File: src/rtl/cv32e40x_fpga_sleep_ctrl_pkg.sv
// ============================================================================
// cv32e40x_fpga_pkg : shared types and bounds for the FPGA sleep controller
// Rev 1.0
// ============================================================================
`default_nettype none

package cv32e40x_fpga_pkg;

  typedef enum logic [1:0] {
    RUN   = 2'd0,
    DRAIN = 2'd1,
    SLEEP = 2'd2,
    WAKE  = 2'd3
  } sleep_state_e;

  localparam int unsigned DRAIN_TIMEOUT_MIN = 1;
  localparam int unsigned DRAIN_TIMEOUT_MAX = 65535;
  localparam int unsigned WAKE_DELAY_MAX    = 15;

  // Bits needed to hold the larger of the two limits; never less than one bit.
  function automatic int cnt_width(input int unsigned a, input int unsigned b);
    int unsigned m;
    m = (a > b) ? a : b;
    return (m == 0) ? 1 : $clog2(m + 1);
  endfunction

endpackage

`default_nettype wire

File: src/rtl/cv32e40x_fpga_sat_counter.sv
// ============================================================================
// cv32e40x_fpga_sat_counter : clearable, saturating up-counter with equality compare
// Rev 1.0
// ============================================================================
`default_nettype none

module cv32e40x_fpga_sat_counter #(
  parameter int WIDTH = 8
) (
  input  logic             clk_i,
  input  logic             rst_i,
  input  logic             clr_i,
  input  logic             en_i,
  input  logic [WIDTH-1:0] cmp_i,
  output logic             eq_o
);

  logic [WIDTH-1:0] cnt_q;
  logic [WIDTH-1:0] cnt_d;

  always_comb begin
    cnt_d = cnt_q;
    if (clr_i) begin
      cnt_d = '0;
    end else if (en_i && (cnt_q != '1)) begin
      cnt_d = cnt_q + WIDTH'(1);
    end
  end

  always_ff @(posedge clk_i or posedge rst_i) begin
    if (rst_i) begin
      cnt_q <= '0;
    end else begin
      cnt_q <= cnt_d;
    end
  end

  assign eq_o = (cnt_q == cmp_i);

endmodule

`default_nettype wire

File: src/rtl/cv32e40x_fpga_sleep_ctrl.sv
// ============================================================================
// cv32e40x_fpga_sleep_ctrl : WFI drain / clock-gate enable / wake settle control
// Rev 1.0
// ============================================================================
`default_nettype none

module cv32e40x_fpga_sleep_ctrl
  import cv32e40x_fpga_pkg::*;
#(
  parameter int unsigned DRAIN_TIMEOUT = 255,
  parameter int unsigned WAKE_DELAY    = 2
) (
  input  logic clk_i,
  input  logic rst_i,
  input  logic sleep_req_i,
  input  logic if_busy_i,
  input  logic lsu_busy_i,
  input  logic irq_pending_i,
  input  logic debug_req_i,
  input  logic wake_i,
  output logic clk_en_o,
  output logic core_ready_o,
  output logic sleeping_o,
  output logic sleep_abort_o
);

  localparam int               CNT_W      = cnt_width(DRAIN_TIMEOUT, WAKE_DELAY);
  localparam logic [CNT_W-1:0] DRAIN_LAST = CNT_W'(DRAIN_TIMEOUT - 1);
  localparam logic [CNT_W-1:0] WAKE_LAST  = CNT_W'(WAKE_DELAY);

  if ((DRAIN_TIMEOUT < DRAIN_TIMEOUT_MIN) || (DRAIN_TIMEOUT > DRAIN_TIMEOUT_MAX)) begin : g_bad_drain_timeout
    $error("DRAIN_TIMEOUT out of range 1..65535");
  end
  if (WAKE_DELAY > WAKE_DELAY_MAX) begin : g_bad_wake_delay
    $error("WAKE_DELAY out of range 0..15");
  end

  sleep_state_e     state_q, state_d;
  logic             clk_en_q, clk_en_d;
  logic             core_ready_q, core_ready_d;
  logic             sleeping_q, sleeping_d;
  logic             sleep_abort_q, sleep_abort_d;
  logic             cnt_clr, cnt_en, cnt_eq;
  logic [CNT_W-1:0] cnt_cmp;
  logic             wake, busy;

  assign wake = irq_pending_i | debug_req_i | wake_i;
  assign busy = if_busy_i | lsu_busy_i;

  always_comb begin
    state_d       = state_q;
    cnt_clr       = 1'b0;
    cnt_en        = 1'b0;
    cnt_cmp       = DRAIN_LAST;
    sleep_abort_d = 1'b0;
    unique case (state_q)
      RUN: begin
        cnt_clr = 1'b1;
        if (sleep_req_i && !wake) state_d = DRAIN;
      end
      DRAIN: begin
        cnt_en = 1'b1;
        // A wake (or withdrawn request) beats a bus that just went idle.
        if (wake || !sleep_req_i) begin
          state_d = RUN;
        end else if (!busy) begin
          state_d = SLEEP;
        end else if (cnt_eq) begin
          state_d       = RUN;
          sleep_abort_d = 1'b1;
        end
      end
      SLEEP: begin
        cnt_clr = 1'b1;
        if (wake) state_d = WAKE;
      end
      WAKE: begin
        cnt_en  = 1'b1;
        cnt_cmp = WAKE_LAST;
        if (cnt_eq) state_d = RUN;
      end
      default: state_d = RUN;
    endcase
  end

  // Outputs follow the registered state, so each lags its transition by one cycle.
  always_comb begin
    clk_en_d     = (state_q != SLEEP);
    core_ready_d = (state_q == RUN);
    sleeping_d   = (state_q == SLEEP);
  end

  always_ff @(posedge clk_i or posedge rst_i) begin
    if (rst_i) begin
      state_q       <= RUN;
      clk_en_q      <= 1'b1;
      core_ready_q  <= 1'b1;
      sleeping_q    <= 1'b0;
      sleep_abort_q <= 1'b0;
    end else begin
      state_q       <= state_d;
      clk_en_q      <= clk_en_d;
      core_ready_q  <= core_ready_d;
      sleeping_q    <= sleeping_d;
      sleep_abort_q <= sleep_abort_d;
    end
  end

  cv32e40x_fpga_sat_counter #(
    .WIDTH (CNT_W)
  ) u_cnt (
    .clk_i (clk_i),
    .rst_i (rst_i),
    .clr_i (cnt_clr),
    .en_i  (cnt_en),
    .cmp_i (cnt_cmp),
    .eq_o  (cnt_eq)
  );

  assign clk_en_o      = clk_en_q;
  assign core_ready_o  = core_ready_q;
  assign sleeping_o    = sleeping_q;
  assign sleep_abort_o = sleep_abort_q;

endmodule

`default_nettype wire

File: config.mk
export PLATFORM = sky130hd
export DESIGN_NAME = cv32e40x_fpga_sleep_ctrl
export DESIGN_NICKNAME = d
export VERILOG_FILES = /design/src/rtl/cv32e40x_fpga_sleep_ctrl_pkg.sv /design/src/rtl/cv32e40x_fpga_sat_counter.sv /design/src/rtl/cv32e40x_fpga_sleep_ctrl.sv
export SDC_FILE = /design/constraint.sdc
export NUM_CORES = 1
export LEC_CHECK = 0
export BUFFER_PORTS_ARGS = -buffer_cell sky130_fd_sc_hd__buf_2
export CAP_MARGIN = 10
export CELL_PAD_IN_SITES_DETAIL_PLACEMENT = 2
export CELL_PAD_IN_SITES_GLOBAL_PLACEMENT = 2
export CORE_MARGIN = 4
export CORE_UTILIZATION = 30
export DETAILED_ROUTE_END_ITERATION = 6
export GPL_ROUTABILITY_DRIVEN = 0
export PLACE_DENSITY = 0.68
export SYNTH_ARGS = -nofsm -noshare
export SYNTH_HDL_FRONTEND = slang
export SYNTH_SLANG_ARGS = --single-unit
File: constraint.sdc
create_clock -name clk_i -period 1.25 [get_ports clk_i]
set_input_delay 0.0625 -clock clk_i [delete_from_list [all_inputs] [get_ports clk_i]]
set_output_delay 0.0625 -clock clk_i [all_outputs]
set_load 0.01 [all_outputs]
Word-level counts from Yosys, hierarchy flattened. Index checks and enable logic that the tools add are counted. W data, S select, Z words.

Add/subtract/negate cells: 1. Eq/ne operators: 8. Mux-type cells: 15. Bitwise gates (word level): 3. Reduce and logical (&&, ||, !) cells: 10.

Operators by type and width (number): $mux W8 (3); $mux W2 (5); $add A8 B1 Y8 const B (1); $eq A8 B8 Y1 (1); $ne A8 B8 Y1 const B (1); $pmux W2 S4 (1); $mux W1 (6); $eq A2 B2 Y1 const B (2); $ne A2 B1 Y1 const B (2); $reduce_or A2 Y1 (2); $or A1 B1 Y1 (3); $eq A2 B1 Y1 const B (1); $logic_and A1 B1 Y1 (2); $logic_not A1 Y1 (2); $logic_not A2 Y1 (1); $ne A2 B2 Y1 const B (1); $reduce_and A2 Y1 (1); $reduce_bool A2 Y1 (1); $logic_or A1 B1 Y1 (1).

Flip-flop bits (word level): 14. Bits of input ports: 8. Output and inout port bits: 4. Word-level logic and storage cells: 43.

Depth between registers and ports, before layout.
Depth in word-level cells: 7. Mapped depth: 5. Depth with buffers taken out: 5.

Cells and area by module. Synthesis repeated with hierarchy kept, for this count alone.

Cell total of the unflattened synthesis: 82. Area, all modules: 794.5 um2.

By module, submodules not included: cv32e40x_fpga_sat_counter (instances 1, cells each 55, area an instance 525.5 um2, sequential area each 200.2 um2); cv32e40x_fpga_sleep_ctrl (instances 1, cells each 27, area an instance 269.0 um2, sequential area each 152.6 um2).

Worst setup path before layout. Ideal clock, no wire load.

Path type: register to register. Start point: register u_cnt.cnt_q[0]. End point: register u_cnt.cnt_q[0]. Setup time: 120 ps. Data arrival time: 1220 ps. Data required time: 1130 ps. Path slack: -90 ps. Stages on the path, launching flop included: 5. Path buffers: 0. Period minus slack after synthesis: 1340 ps. Path through: dfrtp_1 > ha_1 > nand3_1 > or3_1 > and3_1.

Cells in the longest elaborated chain, start to end: 3. Elaborated cells between the ends (all ways): 6. Classes of those cells: add/sub (1); eq/ne (1); mux (2); reduce/logical (2).

Ends and longest elaborated chain: from (decl) (line cv32e40x_fpga_sat_counter.sv:18) `logic [WIDTH-1:0] cnt_q;`; from (signal assigned) (line cv32e40x_fpga_sat_counter.sv:34) `cnt_q <= cnt_d;`; $add A8 B1 Y8 or $ne A8 B8 Y1 (tied branches) (line cv32e40x_fpga_sat_counter.sv:26, cv32e40x_fpga_sat_counter.sv:25); $mux W8 or $logic_and A1 B1 Y1 (tied branches) (line cv32e40x_fpga_sat_counter.sv:25) `end else if (en_i && (cnt_q != '1)) begin`; $mux W8 or $reduce_bool A2 Y1 (tied branches).

Several ways; a longest one is shown, not always the timed one. The select of a mux whose other input is x is not followed. A chain may end at the register's enable or synchronous reset.

Final worst setup path.
Start point: register u_cnt.cnt_q[4]. End point: register sleep_abort_q, in the netlist sleep_abort_o.

Cells in the longest elaborated chain, start to end: 5.

Ends and longest elaborated chain: $eq A8 B8 Y1 (line cv32e40x_fpga_sat_counter.sv:38) `assign eq_o = (cnt_q == cmp_i);`; $mux W1 (line cv32e40x_fpga_sleep_ctrl.sv:68) `end else if (cnt_eq) begin`; $mux W1 (line cv32e40x_fpga_sleep_ctrl.sv:66) `end else if (!busy) begin`; $mux W1 (line cv32e40x_fpga_sleep_ctrl.sv:64) `if (wake || !sleep_req_i) begin`; $mux W1 (line cv32e40x_fpga_sleep_ctrl.sv:56) `unique case (state_q)`; via sleep_abort_d (line cv32e40x_fpga_sleep_ctrl.sv:42) `logic sleep_abort_q, sleep_abort_d;`; to (signal assigned) (line cv32e40x_fpga_sleep_ctrl.sv:105) `sleep_abort_q <= sleep_abort_d;`; to (decl) (line cv32e40x_fpga_sleep_ctrl.sv:42).

The timed path passes the listed nets, and every way through them passes these cells.

==> flow_metrics.env <==
export IMPL_detailed_place_hpwl_mm=1.85
export IMPL_cp_cell_sequence="nor4_4 -> buf_4 -> a32o_2 -> and4_1"
export IMPL_startpoint_type="register"
export IMPL_worstHoldPathType="in2reg"
export IMPL_die_y_um=58.3
export IMPL_port_buffers=11
export IMPL_cp_arrival_ns=1.61
export IMPL_min_to="state_q[0]"
export IMPL_r2r_start="u_cnt.cnt_q[4]"
export IMPL_syn_to_final_growth_pct=66.5
export IMPL_worst_pin_slew_ns=0.565
export IMPL_skew_ns=0.0131
export IMPL_p_leak_nw=0.546
export IMPL_antenna_found_initial=0
export IMPL_end_kind="register"
export IMPL_ys_warn_count=0
export IMPL_dieArea_mm2=0.00340
export IMPL_syn_avg_cell_area_um2=10.4
export IMPL_drv_slew=0
export IMPL_drt_iter0_drc=16
export IMPL_die_w_um=58.3
export IMPL_clk_pin_slew_ns=0.10
export IMPL_fillCellCount=224
export IMPL_multi_input_area_um2=504
export IMPL_start_util_pct=33.0
export IMPL_hold_ws_ns=0.171
export IMPL_hold_viol=0
export IMPL_reg2reg_setup_slack_ns=-0.12
export IMPL_grt_pass1_wl_mm=4.08
export IMPL_ys_seq_elements=14
export IMPL_wl_per_cell_um=22.3
export IMPL_syn_nets=83
export IMPL_outcome="finished with violations"
export IMPL_violations="setup timing"
export IMPL_whs_path_depth=3
export IMPL_track_usage_pct=16.4
export IMPL_cp_required_ns=1.49
export IMPL_finalCritPeriodShare_pct=109
export IMPL_clockBufferDepth=2
export IMPL_finalSetupTns_ns=-0.510
export IMPL_reg2reg_to="sleep_abort_o"
export IMPL_grt_pass1_vias=780
export IMPL_power_density_mw_per_mm2=778
export IMPL_coreArea_mm2=0.00230
export IMPL_first_pass_iters=4
export IMPL_seq_area_um2=359
export IMPL_grt_max_degree=15
export IMPL_finalPower_mw=0.982
export IMPL_crit_slowest_cell="dfrtp_1"
export IMPL_antennaDiodeCount=0
export IMPL_max_stage_delay_ns=0.43
export IMPL_timing_final_ws_setup_ns=-0.117
export IMPL_hp_start="wake_i"
export IMPL_postRouteAntennaNets=0
export IMPL_dr_total_vias=786
export IMPL_synth_area_leaders="dfrtp_1, dfstp_2, a31oi_1"
export IMPL_vias_per_cell=5.61
export IMPL_setup_viol=7
export IMPL_crit_type="reg2reg"
export IMPL_drcViolationCount=0
export IMPL_grt_overflow_total=0
export IMPL_critPathTopFamily="simple AND/OR/NAND/NOR gates"
export IMPL_ir_drop_mv=0.797
export IMPL_ios=12
export IMPL_h_tree_depth=1
export IMPL_root_buffer="clkbuf_4"
export IMPL_rsz0062_at_grt="true"
export IMPL_drive_gt1_share_pct=64.3
export IMPL_crit_buf_inv=1
export IMPL_synth_seq_area_share_pct=46.5
export IMPL_synth_cells=73
export IMPL_cts_sinks=14
export IMPL_fmax_mhz=732
export IMPL_yosysUniqueCellTypes=35
export IMPL_synth_top_cell_area_share_pct=39.6
export IMPL_timing_final_crit_period_ns=1.37
export IMPL_clock_latency_ns=0.30
export IMPL_path_max_fanout=2
export IMPL_routed_wl_mm=3.13
export IMPL_netlist_area_um2=758
export IMPL_fp_row_count=17
export IMPL_yosysTopAreaCell="dfrtp_1"
export IMPL_fin_nets=123
export IMPL_cts_tree="done"
export IMPL_slew_headroom_pct=62.3
export IMPL_maxCapViolCount=0
export IMPL_rr_worst_depth=4
export IMPL_cts_buffers=3
## cells in the final DEF (no fill, tap or decap), types with 3 or more instances in the layout
master	synthesis	final
nor2_1	3	3
buf_6	2	11
a21oi_1	4	3
dfrtp_1	12	7
clkbuf_4	0	3
buf_2	2	11
a31oi_1	6	4
buf_4	0	17
inv_1	3	3
dfrtp_2	0	5
nor3b_2	0	3
o21ai_0	4	3
## sequential cells by signal (all words and copies together), names as in the netlist
name           count
u_cnt.cnt_q        8
clk_en_o           1
sleeping_o         1
state_q            2
core_ready_o       1
sleep_abort_o      1
## power breakdown
group	total, mW	internal (mW)	switching, mW
sequential	0.497	0.478	0.0198
combinational	0.131	0.0622	0.0684
clock	0.354	0.178	0.176
## synth_stat cells, drive strengths merged
master,count
a21oi,5
nor2,3
clkbuf,1
dfrtp,12
a32o,1
or3b,2
a221oi,1
dfstp,2
and3b,1
o311a,1
a21boi,1
ha,2
nand4,3
nand2,2
or3,1
nor3,1
nor2b,1
a31oi,6
o21ai,4
buf,4
nand3,2
nand3b,1
nor3b,3
a311oi,1
inv,3
nor4,1
and3,3
and4,2
nor4b,3
## through the flow
stage                     utilization [%]  std cells  area (µm²)  worst slack (ns)
final                                55.0        140        1260            -0.117
after global routing                 55.0        140        1260            -0.167
after CTS                            48.8        135        1120            -0.108
after detailed placement             42.2        127         970            -0.187
after global placement               42.2        127         970           -0.0973
after floorplan                         -         73         766           -0.0340
## worst reg2reg max path, stage by stage (launching register included)
cell and delay (ns):
dfrtp_1 0.43, nor4_4 0.32, buf_4 0.16, a32o_2 0.19
and4_1 0.20
## per-layer routing
metal / up-vias / global-route usage [%] / wire (µm)
met4: 0 / 1.99 / 34
met1: 409 / 19.4 / 1310
met5: - / 0 / 0
met2: 15 / 29.3 / 1680
met3: 4 / 5.35 / 103
li1: 358 / - / -
## cells by family after synthesis
| group | after synthesis | synth area share [%] |
|---|---|---|
| AO/OA/AOI/OAI | 20 | 17.3 |
| AND/OR/NAND/NOR | 29 | 26.6 |
| buffers and inverters | 8 | 6.27 |
| adder cells (fa/ha/maj) | 2 | 3.30 |
| flip-flops | 14 | 46.5 |
## area by class of cell
class | instances | area share (%)
Multi-Input combinational cell | 51 | 39.9
Sequential cell | 14 | 28.4
Timing Repair Buffer | 40 | 25.1
Clock buffer | 4 | 2.87
Tap cell | 28 | 2.78
Inverter | 3 | 0.892
## timing repair
action | 4_1_cts | 5_1_grt
pin swaps | 1 | 6
hold endpoints to repair | 12 | 0
buffers inserted | 3 | 7
hold buffers | 1 | 0
gates resized for setup | 18 | 21
setup endpoints to repair | 9 | 11
## how the worst max path moves through the flow
stage	slack (ns)	cells past startpoint	to	start
2_1_floorplan	-0.03	4	u_cnt.cnt_q[5]	u_cnt.cnt_q[0]
3_3_place_gp	-0.1	4	state_q[1]	u_cnt.cnt_q[4]
3_5_place_dp	-0.19	4	state_q[1]	u_cnt.cnt_q[4]
4_1_cts	-0.11	4	sleep_abort_o	u_cnt.cnt_q[4]
5_1_grt	-0.17	4	sleep_abort_o	u_cnt.cnt_q[4]
6_report	-0.12	4	sleep_abort_o	u_cnt.cnt_q[4]
Note: power is estimated with default switching activity, not from simulation.
